[src/rtl/barrel_pkg.sv]
// Shared definitions for the barrel-threaded fetch stage and its execute-side
// redirect source.
package barrel_pkg;

  localparam logic [31:0] NOP_INSTR = 32'h0000_0013;
  localparam int          TID_W_MAX = 8;
  localparam int          XLEN      = 32;

  typedef struct packed {
    logic                 valid;
    logic [TID_W_MAX-1:0] tid;
    logic [XLEN-1:0]      target;
  } redirect_t;

  function automatic int thread_bits(input int n);
    return (n > 1) ? $clog2(n) : 1;
  endfunction

endpackage

[src/rtl/barrel_fetch_if.sv]
// Instruction-memory, redirect and F/D pipeline signals of the fetch stage.
interface barrel_fetch_if
  import barrel_pkg::*;
#(
  parameter int ADDRESS_WIDTH = 32,
  parameter int DATA_WIDTH    = 32,
  parameter int BITS_THREADS  = 3
);
  logic [ADDRESS_WIDTH-1:0] imem_addr;
  logic [DATA_WIDTH-1:0]    imem_rdata;
  logic                     pc_src_e;
  logic [ADDRESS_WIDTH-1:0] pc_target_e;
  logic [BITS_THREADS-1:0]  tid_e;
  logic [DATA_WIDTH-1:0]    instr_f;
  logic [ADDRESS_WIDTH-1:0] pc_f;
  logic [ADDRESS_WIDTH-1:0] pc_plus4_f;
  logic [BITS_THREADS-1:0]  tid_f;
  logic                     valid_f;

  modport master (
    output imem_addr, instr_f, pc_f, pc_plus4_f, tid_f, valid_f,
    input  imem_rdata, pc_src_e, pc_target_e, tid_e
  );

  modport slave (
    input  imem_addr, instr_f, pc_f, pc_plus4_f, tid_f, valid_f,
    output imem_rdata, pc_src_e, pc_target_e, tid_e
  );
endinterface

[src/rtl/barrel_fetch_pc_bank.sv]
// Per-thread PC array: one read/increment slot plus a redirect write port that
// overrides the increment when both target the same thread.
module pc_bank
  import barrel_pkg::*;
#(
  parameter int                     ADDRESS_WIDTH = 32,
  parameter int                     NUM_THREADS   = 8,
  parameter int                     BITS_THREADS  = thread_bits(NUM_THREADS),
  parameter logic [ADDRESS_WIDTH-1:0] RESET_PC    = '0,
  parameter logic [ADDRESS_WIDTH-1:0] PC_STRIDE   = '0
) (
  input  logic                     clk,
  input  logic                     rst,
  input  logic [BITS_THREADS-1:0]  rd_idx,
  output logic [ADDRESS_WIDTH-1:0] rd_pc,
  input  logic                     inc_en,
  input  logic                     wr_en,
  input  logic [BITS_THREADS-1:0]  wr_idx,
  input  logic [ADDRESS_WIDTH-1:0] wr_pc
);

  logic [ADDRESS_WIDTH-1:0] pc [NUM_THREADS];

  assign rd_pc = pc[rd_idx];

  // Thread ids beyond NUM_THREADS-1 match no entry, so such redirects drop out.
  always_ff @(posedge clk or posedge rst) begin
    if (rst) begin
      for (int i = 0; i < NUM_THREADS; i++)
        pc[i] <= RESET_PC + PC_STRIDE * ADDRESS_WIDTH'(i);
    end else begin
      for (int i = 0; i < NUM_THREADS; i++) begin
        if (wr_en && (wr_idx == BITS_THREADS'(i)))
          pc[i] <= wr_pc;
        else if (inc_en && (rd_idx == BITS_THREADS'(i)))
          pc[i] <= pc[i] + ADDRESS_WIDTH'(4);
      end
    end
  end

endmodule

[src/rtl/barrel_fetch.sv]
// Round-robin fetch stage of the barrel-threaded RV32 pipeline; one slot per
// cycle in fixed thread order, registering the F/D outputs for decode.
module barrel_fetch
  import barrel_pkg::*;
#(
  parameter int                       ADDRESS_WIDTH = 32,
  parameter int                       DATA_WIDTH    = 32,
  parameter int                       NUM_THREADS   = 8,
  parameter int                       BITS_THREADS  = thread_bits(NUM_THREADS),
  parameter logic [ADDRESS_WIDTH-1:0] RESET_PC      = '0,
  parameter logic [ADDRESS_WIDTH-1:0] PC_STRIDE     = '0
) (
  input  logic                   clk,
  input  logic                   rst,
  input  logic                   stall,
  input  logic [NUM_THREADS-1:0] thread_active,
  barrel_fetch_if.master         bus
);

  logic [BITS_THREADS-1:0]  cnt;
  logic [ADDRESS_WIDTH-1:0] cur_pc;
  logic                     slot_active;
  logic                     redir_ok;
  redirect_t                redir;

  always_comb begin
    redir                            = '0;
    redir.valid                      = bus.pc_src_e;
    redir.tid[BITS_THREADS-1:0]      = bus.tid_e;
    redir.target[ADDRESS_WIDTH-1:0]  = bus.pc_target_e;
  end

  assign redir_ok      = redir.valid && (redir.tid < TID_W_MAX'(NUM_THREADS));
  assign slot_active   = thread_active[cnt];
  assign bus.imem_addr = cur_pc;

  pc_bank #(
    .ADDRESS_WIDTH (ADDRESS_WIDTH),
    .NUM_THREADS   (NUM_THREADS),
    .BITS_THREADS  (BITS_THREADS),
    .RESET_PC      (RESET_PC),
    .PC_STRIDE     (PC_STRIDE)
  ) u_pc_bank (
    .clk    (clk),
    .rst    (rst),
    .rd_idx (cnt),
    .rd_pc  (cur_pc),
    .inc_en (~stall & slot_active),
    .wr_en  (redir_ok),
    .wr_idx (redir.tid[BITS_THREADS-1:0]),
    .wr_pc  (redir.target[ADDRESS_WIDTH-1:0])
  );

  // Inactive slots still rotate through; they just emit a NOP bubble.
  always_ff @(posedge clk or posedge rst) begin
    if (rst) begin
      cnt            <= '0;
      bus.instr_f    <= DATA_WIDTH'(NOP_INSTR);
      bus.pc_f       <= '0;
      bus.pc_plus4_f <= '0;
      bus.tid_f      <= '0;
      bus.valid_f    <= 1'b0;
    end else if (!stall) begin
      cnt            <= (cnt == BITS_THREADS'(NUM_THREADS - 1)) ? '0 : cnt + 1'b1;
      bus.tid_f      <= cnt;
      bus.pc_f       <= cur_pc;
      bus.pc_plus4_f <= cur_pc + ADDRESS_WIDTH'(4);
      bus.instr_f    <= slot_active ? bus.imem_rdata : DATA_WIDTH'(NOP_INSTR);
      bus.valid_f    <= slot_active;
    end
  end

endmodule

[src/flat_wrapper.sv]
// flat-port wrapper written by rule: the top's interface ports become plain ports
module barrel_fetch_flat import barrel_pkg::*;
#(
  parameter int                       ADDRESS_WIDTH = 32,
  parameter int                       DATA_WIDTH    = 32,
  parameter int                       NUM_THREADS   = 8,
  parameter int                       BITS_THREADS  = thread_bits(NUM_THREADS),
  parameter logic [ADDRESS_WIDTH-1:0] RESET_PC      = '0,
  parameter logic [ADDRESS_WIDTH-1:0] PC_STRIDE     = '0
)
  (clk, rst, stall, thread_active, bus_imem_addr, bus_instr_f, bus_pc_f, bus_pc_plus4_f, bus_tid_f, bus_valid_f, bus_imem_rdata, bus_pc_src_e, bus_pc_target_e, bus_tid_e);
  barrel_fetch_if #(.ADDRESS_WIDTH(ADDRESS_WIDTH), .DATA_WIDTH(DATA_WIDTH), .BITS_THREADS(BITS_THREADS)) bus_i ();
  input  logic clk;
  input  logic rst;
  input  logic stall;
  input  logic [NUM_THREADS-1:0] thread_active;
  output wire logic [$bits(bus_i.imem_addr)-1:0] bus_imem_addr;
  output wire logic [$bits(bus_i.instr_f)-1:0] bus_instr_f;
  output wire logic [$bits(bus_i.pc_f)-1:0] bus_pc_f;
  output wire logic [$bits(bus_i.pc_plus4_f)-1:0] bus_pc_plus4_f;
  output wire logic [$bits(bus_i.tid_f)-1:0] bus_tid_f;
  output wire logic [$bits(bus_i.valid_f)-1:0] bus_valid_f;
  input wire logic [$bits(bus_i.imem_rdata)-1:0] bus_imem_rdata;
  input wire logic [$bits(bus_i.pc_src_e)-1:0] bus_pc_src_e;
  input wire logic [$bits(bus_i.pc_target_e)-1:0] bus_pc_target_e;
  input wire logic [$bits(bus_i.tid_e)-1:0] bus_tid_e;
  assign bus_imem_addr = bus_i.imem_addr;
  assign bus_instr_f = bus_i.instr_f;
  assign bus_pc_f = bus_i.pc_f;
  assign bus_pc_plus4_f = bus_i.pc_plus4_f;
  assign bus_tid_f = bus_i.tid_f;
  assign bus_valid_f = bus_i.valid_f;
  assign bus_i.imem_rdata = bus_imem_rdata;
  assign bus_i.pc_src_e = bus_pc_src_e;
  assign bus_i.pc_target_e = bus_pc_target_e;
  assign bus_i.tid_e = bus_tid_e;
  barrel_fetch #(.ADDRESS_WIDTH(ADDRESS_WIDTH), .DATA_WIDTH(DATA_WIDTH), .NUM_THREADS(NUM_THREADS), .BITS_THREADS(BITS_THREADS), .RESET_PC(RESET_PC), .PC_STRIDE(PC_STRIDE)) u_core (.clk(clk), .rst(rst), .stall(stall), .thread_active(thread_active), .bus(bus_i));
endmodule
[config.mk]
export PLATFORM = sky130hd
export DESIGN_NAME = barrel_fetch_flat
export DESIGN_NICKNAME = d
export VERILOG_FILES = /design/src/rtl/barrel_pkg.sv /design/src/rtl/barrel_fetch_if.sv /design/src/rtl/barrel_fetch_pc_bank.sv /design/src/rtl/barrel_fetch.sv /design/src/flat_wrapper.sv
export SDC_FILE = /design/constraint.sdc
export NUM_CORES = 1
export LEC_CHECK = 0
export ABC_AREA = 1
export CAP_MARGIN = 15
export CORE_MARGIN = 2
export CORE_UTILIZATION = 45
export DETAILED_ROUTE_END_ITERATION = 8
export SYNTH_ARGS = -nofsm -noshare
export SYNTH_HDL_FRONTEND = slang
export SYNTH_SLANG_ARGS = --single-unit
[constraint.sdc]
create_clock -name clk -period 14.3 [get_ports clk]
set_clock_uncertainty 0.2 [all_clocks]
set_input_delay 2.86 -clock clk [delete_from_list [all_inputs] [get_ports clk]]
set_output_delay 2.86 -clock clk [all_outputs]
set_load 0.1 [all_outputs]
==> impl_metrics.py, run 1 <==
metrics = {
    "cts": {
        "hold_buffers": 0,
        "cts_sinks": 357,
        "clk_pin_slew_worst_paths_ns": 0.06,
        "cts-resized-gates": 0,
        "cts_buffers": 45,
        "cts_tree": "yes",
        "post-cts-setup-buffer-count": 0,
        "cts.htree.levels": 2,
        "ctsRootBufferMaster": "clkbuf_16",
        "clock_latency_ns": 0.60,
        "clockBufferDepth": 3,
    },
    "layout": {
        "multi_input_area_mm2": 0.0122,
        "seq_area_mm2": 0.00894,
        "fin_nets": 3513,
        "drive_gt1_frac": 0.0620,
        "fillers": 5128,
        "area_growth_pct": 16.6,
    },
    "yosys": {
        "ys.flop_type": "dfrtp_1",
        "synth_area_mm2": 0.0234,
        "synth_common_cells": "1024 x nand2_1, 382 x inv_1, 354 x dfrtp_1",
        "syn_inst": 3269,
        "yosysTopAreaCellShare": 0.379,
        "yosysSeqAreaShare": 0.382,
        "synth_area_leaders": "dfrtp_1 38%, nand2_1 16%, xor2_1 6.4%, inv_1 6.1%, nand3_1 5.8%",
        "synth_nets": 3363,
        "synth_top_cell_by_area": "dfrtp_1",
        "ys_types": 51,
        "ys_warn_count": 0,
        "yosysMostFrequentCell": "nand2_1",
        "ys_ff_latch": 357,
        "synth_edf_count": 0,
        "async_reset_ff_frac": 1.00,
        "postSynthAreaPerCell_um2": 7.16,
    },
    "route": {
        "wl_per_cell_um": 23.6,
        "drtAntennaViolNets": 0,
        "via_per_inst": 5.83,
        "vias": 24126,
        "first_pass_iters": 6,
        "drc": 0,
        "drtIter0Drc": 2593,
        "totalWireLength_um": 97600,
    },
    "global_route": {
        "overflow": 0,
        "antenna_found_initial": 4,
        "groute.usage.overall": 0.359,
        "grt_first_pass_wirelength_um": 146000,
        "grt_pass1_vias": 22867,
        "grt_max_degree": 95,
    },
    "pwr": {
        "switching_share": 0.577,
        "p_int_w": 0.00326,
        "p_leak_nw": 12.6,
        "combPwrFrac": 0.597,
        "peakVddDrop_mv": 0.211,
        "p_total_w": 0.00770,
        "p_sw_w": 0.00445,
        "power_density_mw_per_mm2": 282,
        "p_seq_frac": 0.251,
        "clkPwrFrac": 0.152,
    },
    "timing": {
        "worst_slew_pin_slew_ns": 1.22,
        "rsz0062_at_grt": "false",
        "fmax_mhz": 133,
        "fin_crit_sh": 0.525,
        "drv_slew": 0,
        "slew_headroom": 0.185,
        "setup_viol": 0,
        "hold_viol_final": 0,
        "fin_crit_ns": 7.50,
        "setup-tns-final_ns": 0,
    },
    "setup_path": {
        "cp_data_arrival_time_ns": 4.44,
        "critical_path_class": "reg -> out",
        "critPathMaxFanout": 66,
        "worstPathRequired_ns": 11.24,
        "critPathLaunchType": "flip-flop",
        "worst_setup_path_end_kind": "output pin",
    },
    "die": {
        "core_mm2": 0.0514,
        "fp.dieH_um": 232,
        "ios": 211,
        "die_area_mm2": 0.0538,
        "row_count": 83,
        "die_w_um": 232,
        "initial_core_util": 0.455,
    },
    "placed_design": {
        "io_buffers": 210,
        "place_congestion": 1.05,
        "dp_hpwl_um": 72500,
    },
    "hold_path": {
        "hold_class": "reg -> reg",
    },
    "outcome": {
        "status": "finished, final reports clean",
    },
    "job": {
        "maxCapViolCount": 0,
    },
}
## state kept, by name (all words and copies together) (netlist names)
signal / cells
u_core.bus.pc_plus4_f: 32
u_core.bus.pc_f: 30
u_core.u_pc_bank.pc: 256
u_core.bus.tid_f: 3
u_core.bus.valid_f: 1
u_core.cnt: 3
u_core.bus.instr_f: 32
## path summary, 6_finish.rpt
check	start	end	slack (ns)	cells after the start
max in group asynchronous	rst	u_core.cnt[0]	8.83	4
hold / removal	u_core.bus.pc_f[22]	u_core.bus.pc_f[22]	0.28	2
setup reg to reg	u_core.cnt[1]	u_core.u_pc_bank.pc[140]	10.08	10
min in group asynchronous	rst	u_core.u_pc_bank.pc[248]	2.55	2
hold reg to reg	u_core.bus.pc_f[22]	u_core.bus.pc_f[22]	0.28	2
setup / recovery	u_core.cnt[0]	bus_imem_addr[31]	6.80	7
## worst max-delay path, cell delays in order (launching register included)
cell             delay [ns]
dfrtp_4                0.58
inv_6                  0.44
buf_4                  0.61
o21ai_0                0.15
o22ai_1                0.23
inv_1                  0.10
o21ai_1                0.44
clkdlybuf4s50_1        1.25
## cells in the final DEF, fill, tap and decap left out, types with 34 or more instances in the layout
cell type and n:
nand2_1 1024, inv_1 381, dfrtp_1 352, nand3_1 270
nor2_1 251, clkdlybuf4s50_1 209, xor2_1 171, o221ai_1 104
o21ai_0 93, nor3_1 88, o211ai_1 66, nand4_1 62
clkbuf_16 45, a21oi_1 43, nand2_2 34
## per-layer routing
layer | routed length, um | GRT usage
met1 | 40300 | 0.480
met2 | 43600 | 0.556
met3 | 7970 | 0.0618
met4 | 5720 | 0.191
met5 | 15 | 0
## power groups by stage
| stage | Combinational (W) | Clock (W) | Sequential (W) |
|---|---|---|---|
| 6_report | 0.00460 | 0.00117 | 0.00193 |
| 5_1_grt | 0.00484 | 0.00123 | 0.00198 |
| 4_1_cts | 0.00455 | 0.00118 | 0.00191 |
| 3_5_place_dp | 0.00453 | 0 | 0.00192 |
| 3_3_place_gp | 0.00451 | 0 | 0.00191 |
| 2_1_floorplan | 0.00243 | 0 | 0.00272 |
## through the flow
| stage | utilization | area (um^2) | cells | hold WS, ns | worst slack, ns |
|---|---|---|---|---|---|
| after CTS | 0.531 | 27300 | 4132 | 0.281 | 6.86 |
| final | 0.531 | 27300 | 4135 | 0.281 | 6.80 |
| after global routing | 0.531 | 27300 | 4133 | 0.305 | 6.68 |
| after floorplan | - | 23400 | 3269 | 0.248 | 1.34 |
| after detailed placement | 0.502 | 25800 | 4051 | 0.269 | 7.48 |
| after global placement | 0.502 | 25800 | 4051 | 0.265 | 7.51 |
## area by class of cell
type / instances / share of cell area
Inverter: 403 / 0.0561
Clock buffer: 73 / 0.0503
Timing Repair Buffer: 236 / 0.0842
Antenna cell: 2 / 0.000183
Tap cell: 680 / 0.0312
Multi-Input combinational cell: 2376 / 0.446
Sequential cell: 357 / 0.328
Clock inverter: 8 / 0.00431
## cell families (layout without fill, tap and decap cells)
family,after synthesis,in the layout,share of synthesized area
simple gates,1803,1803,0.333
xor+xnor,175,175,0.0655
flops,357,357,0.382
compound gates,383,383,0.114
fa+ha+maj,15,15,0.00802
other cells,0,2,0
buf+inv,536,720,0.0978
Note: power is estimated with default switching activity, not from simulation.
==> run 2: changes to the inputs <==
==> constraint.sdc (replaced) <==
create_clock -name clk -period 7.75 [get_ports clk]
set_clock_uncertainty 0.2 [all_clocks]
set_input_delay 1.55 -clock clk [delete_from_list [all_inputs] [get_ports clk]]
set_output_delay 1.55 -clock clk [all_outputs]
set_load 0.1 [all_outputs]
==> run 2 against run 1 <==
Effect of this change:
- first-iteration DRC count is 5.7% higher
- die area stayed put
- clock power is 93% higher
- cell count hardly changed
- setup slack worse by 4.9 ns
- design area is 0.34% higher
- global-route usage is 0.78 points lower
- worst hold slack worse by 0.0016 ns
- combinational power is 82% higher
- critical path depth is 1 lower
- utilization is 0.18 points higher
- critical endpoint unchanged
- highest routed layer is now met4
==> impl_metrics.py, run 2 (synthesis results as in run 1) <==
metrics = {
    "timing": {
        "setup_slack_ns": 1.86,
        "fmax_mhz": 170,
        "fin_crit_ns": 5.89,
        "rsz0062_at_grt": "false",
        "worst_slew_pin_slew_ns": 1.27,
        "drv_slew": 0,
        "setup-tns-final_ns": 0,
        "fin_crit_sh": 0.761,
        "hold_viol_final": 0,
        "slew_headroom": 0.152,
        "setup_viol": 0,
    },
    "route": {
        "totalWireLength_um": 95300,
        "drtIter0Drc": 2740,
        "via_per_inst": 5.79,
        "drc": 0,
        "drtAntennaViolNets": 0,
        "wl_per_cell_um": 23.1,
        "first_pass_iters": 6,
        "vias": 23937,
    },
    "layout": {
        "top_register": "u_core.u_pc_bank.pc",
        "drive_gt1_frac": 0.0634,
        "largest_reg_flops": 256,
        "final_cell_mix": "1024 x nand2_1, 381 x inv_1, 352 x dfrtp_1, 270 x nand3_1, 251 x nor2_1",
        "layout_commonest_cell": "nand2_1",
        "reg_top3": "u_core.u_pc_bank.pc x256, u_core.bus.instr_f x32, u_core.bus.pc_plus4_f x32",
        "area_growth_pct": 17.0,
        "fin_nets": 3512,
    },
    "pwr": {
        "power_density_mw_per_mm2": 520,
        "p_leak_nw": 12.7,
        "peakVddDrop_mv": 0.411,
    },
    "placed_design": {
        "dpl_worst_slack_ns": 2.52,
        "place_congestion": 1.09,
        "dp_hpwl_um": 70900,
        "io_buffers": 210,
    },
    "setup_path": {
        "critPathLaunchType": "flip-flop",
        "critPathMaxFanout": 67,
        "r2r-end": "u_core.u_pc_bank.pc[135]",
        "cp_num_buf_inv": 3,
        "cpLargestDelayFamily": "buffers and inverters",
        "timing.rr.start": "u_core.cnt[1]",
        "crit_end": "bus_imem_addr[31]",
        "crit_path_max_incr_delay_ns": 1.23,
        "crit_chain": "inv_4 -> o21ai_0 -> o22ai_1 -> inv_1 -> o21ai_1 -> clkdlybuf4s50_1",
        "path_depth": 6,
        "critical_path_class": "reg -> out",
        "worstPathRequired_ns": 6.00,
        "r2r_cells": 10,
        "cp_data_arrival_time_ns": 4.14,
        "rrSetupSlack_ns": 3.38,
        "startpoint": "u_core.cnt[1]",
        "worst_setup_path_end_kind": "output pin",
        "slowest_stage": "clkdlybuf4s50_1",
    },
    "die": {
        "row_count": 83,
        "initial_core_util": 0.455,
        "fp.dieH_um": 232,
        "core_mm2": 0.0514,
        "die_area_mm2": 0.0538,
        "die_w_um": 232,
        "ios": 211,
    },
    "cts": {
        "clk_pin_slew_worst_paths_ns": 0.06,
        "cts_sinks": 357,
        "cts_buffers": 44,
        "cts_tree": "yes",
        "clock_latency_ns": 0.60,
        "clockBufferDepth": 3,
        "cts.htree.levels": 2,
        "cts-resized-gates": 0,
        "hold_buffers": 0,
        "post-cts-setup-buffer-count": 0,
        "ctsRootBufferMaster": "clkbuf_16",
    },
    "outcome": {
        "status": "finished, final reports clean",
    },
    "global_route": {
        "grt_pass1_vias": 22760,
        "overflow": 0,
        "grt_first_pass_wirelength_um": 143000,
        "grt_max_degree": 175,
        "antenna_found_initial": 1,
        "groute.usage.overall": 0.352,
    },
    "job": {
        "maxCapViolCount": 0,
    },
    "hold_path": {
        "hold_class": "reg -> reg",
    },
}
==> run 2: cell count changes in the layout (fill, tap and decap cells not counted), moves of 2 or more <==
| cell | previous run | this run |
|---|---|---|
| buf_12 | 0 | 2 |
| bufinv_16 | 2 | 5 |
| clkbuf_1 | 14 | 9 |
| clkbuf_8 | 14 | 12 |
| clkinv_2 | 1 | 5 |
| clkinv_4 | 0 | 2 |
| inv_6 | 3 | 1 |
==> run 2: where the power goes <==
group	internal (W)	switching [W]
clock network	0.00137	0.000889
logic	0.00203	0.00634
registers	0.00270	0.000900
==> run 2: how the worst min path moves through the flow <==
stage / start / end / slack (ns) / cells after the start
floorplan: u_core.u_pc_bank.pc[129] / u_core.u_pc_bank.pc[129] / 0.25 / 2
global placement: u_core.bus.pc_plus4_f[3] / u_core.bus.pc_plus4_f[3] / 0.26 / 2
finish: u_core.bus.pc_plus4_f[3] / u_core.bus.pc_plus4_f[3] / 0.28 / 2
detailed placement: u_core.bus.pc_f[12] / u_core.bus.pc_f[12] / 0.26 / 2
CTS: u_core.bus.pc_plus4_f[3] / u_core.bus.pc_plus4_f[3] / 0.28 / 2
global route: u_core.bus.pc_plus4_f[3] / u_core.bus.pc_plus4_f[3] / 0.30 / 2
==> run 2: stage by stage <==
step	hold slack [ns]	power [W]	instance area [um^2]	instances	util
after floorplan	0.248	0.00950	23400	3269	-
after global placement	0.263	0.0118	25800	4052	0.502
after detailed placement	0.265	0.0119	25800	4052	0.502
after CTS	0.281	0.0141	27400	4133	0.533
after global routing	0.301	0.0149	27400	4133	0.533
final	0.279	0.0142	27400	4134	0.533
==> run 2: layout make-up <==
cell class,instances,area (um^2)
Tap cell,680,851
Inverter,403,1530
Multi-Input combinational cell,2376,12200
Clock inverter,14,216
Clock buffer,67,1350
Fill cell,5069,24000
Timing Repair Buffer,236,2320
Sequential cell,357,8940
Antenna cell,1,2.50
==> run 2: layer usage <==
metal	part of all wire	GRT usage	vias to the layer above
met5	0	0	-
li1	-	-	10948
met1	0.41	0.467	11600
met4	0.060	0.191	0
met3	0.078	0.0527	258
met2	0.45	0.552	1131
==> run 2: worst min-delay path: stages, from the launching register on <==
cell	delay, ns
dfrtp_1	0.34
nand2_1	0.05
nand2_1	0.06
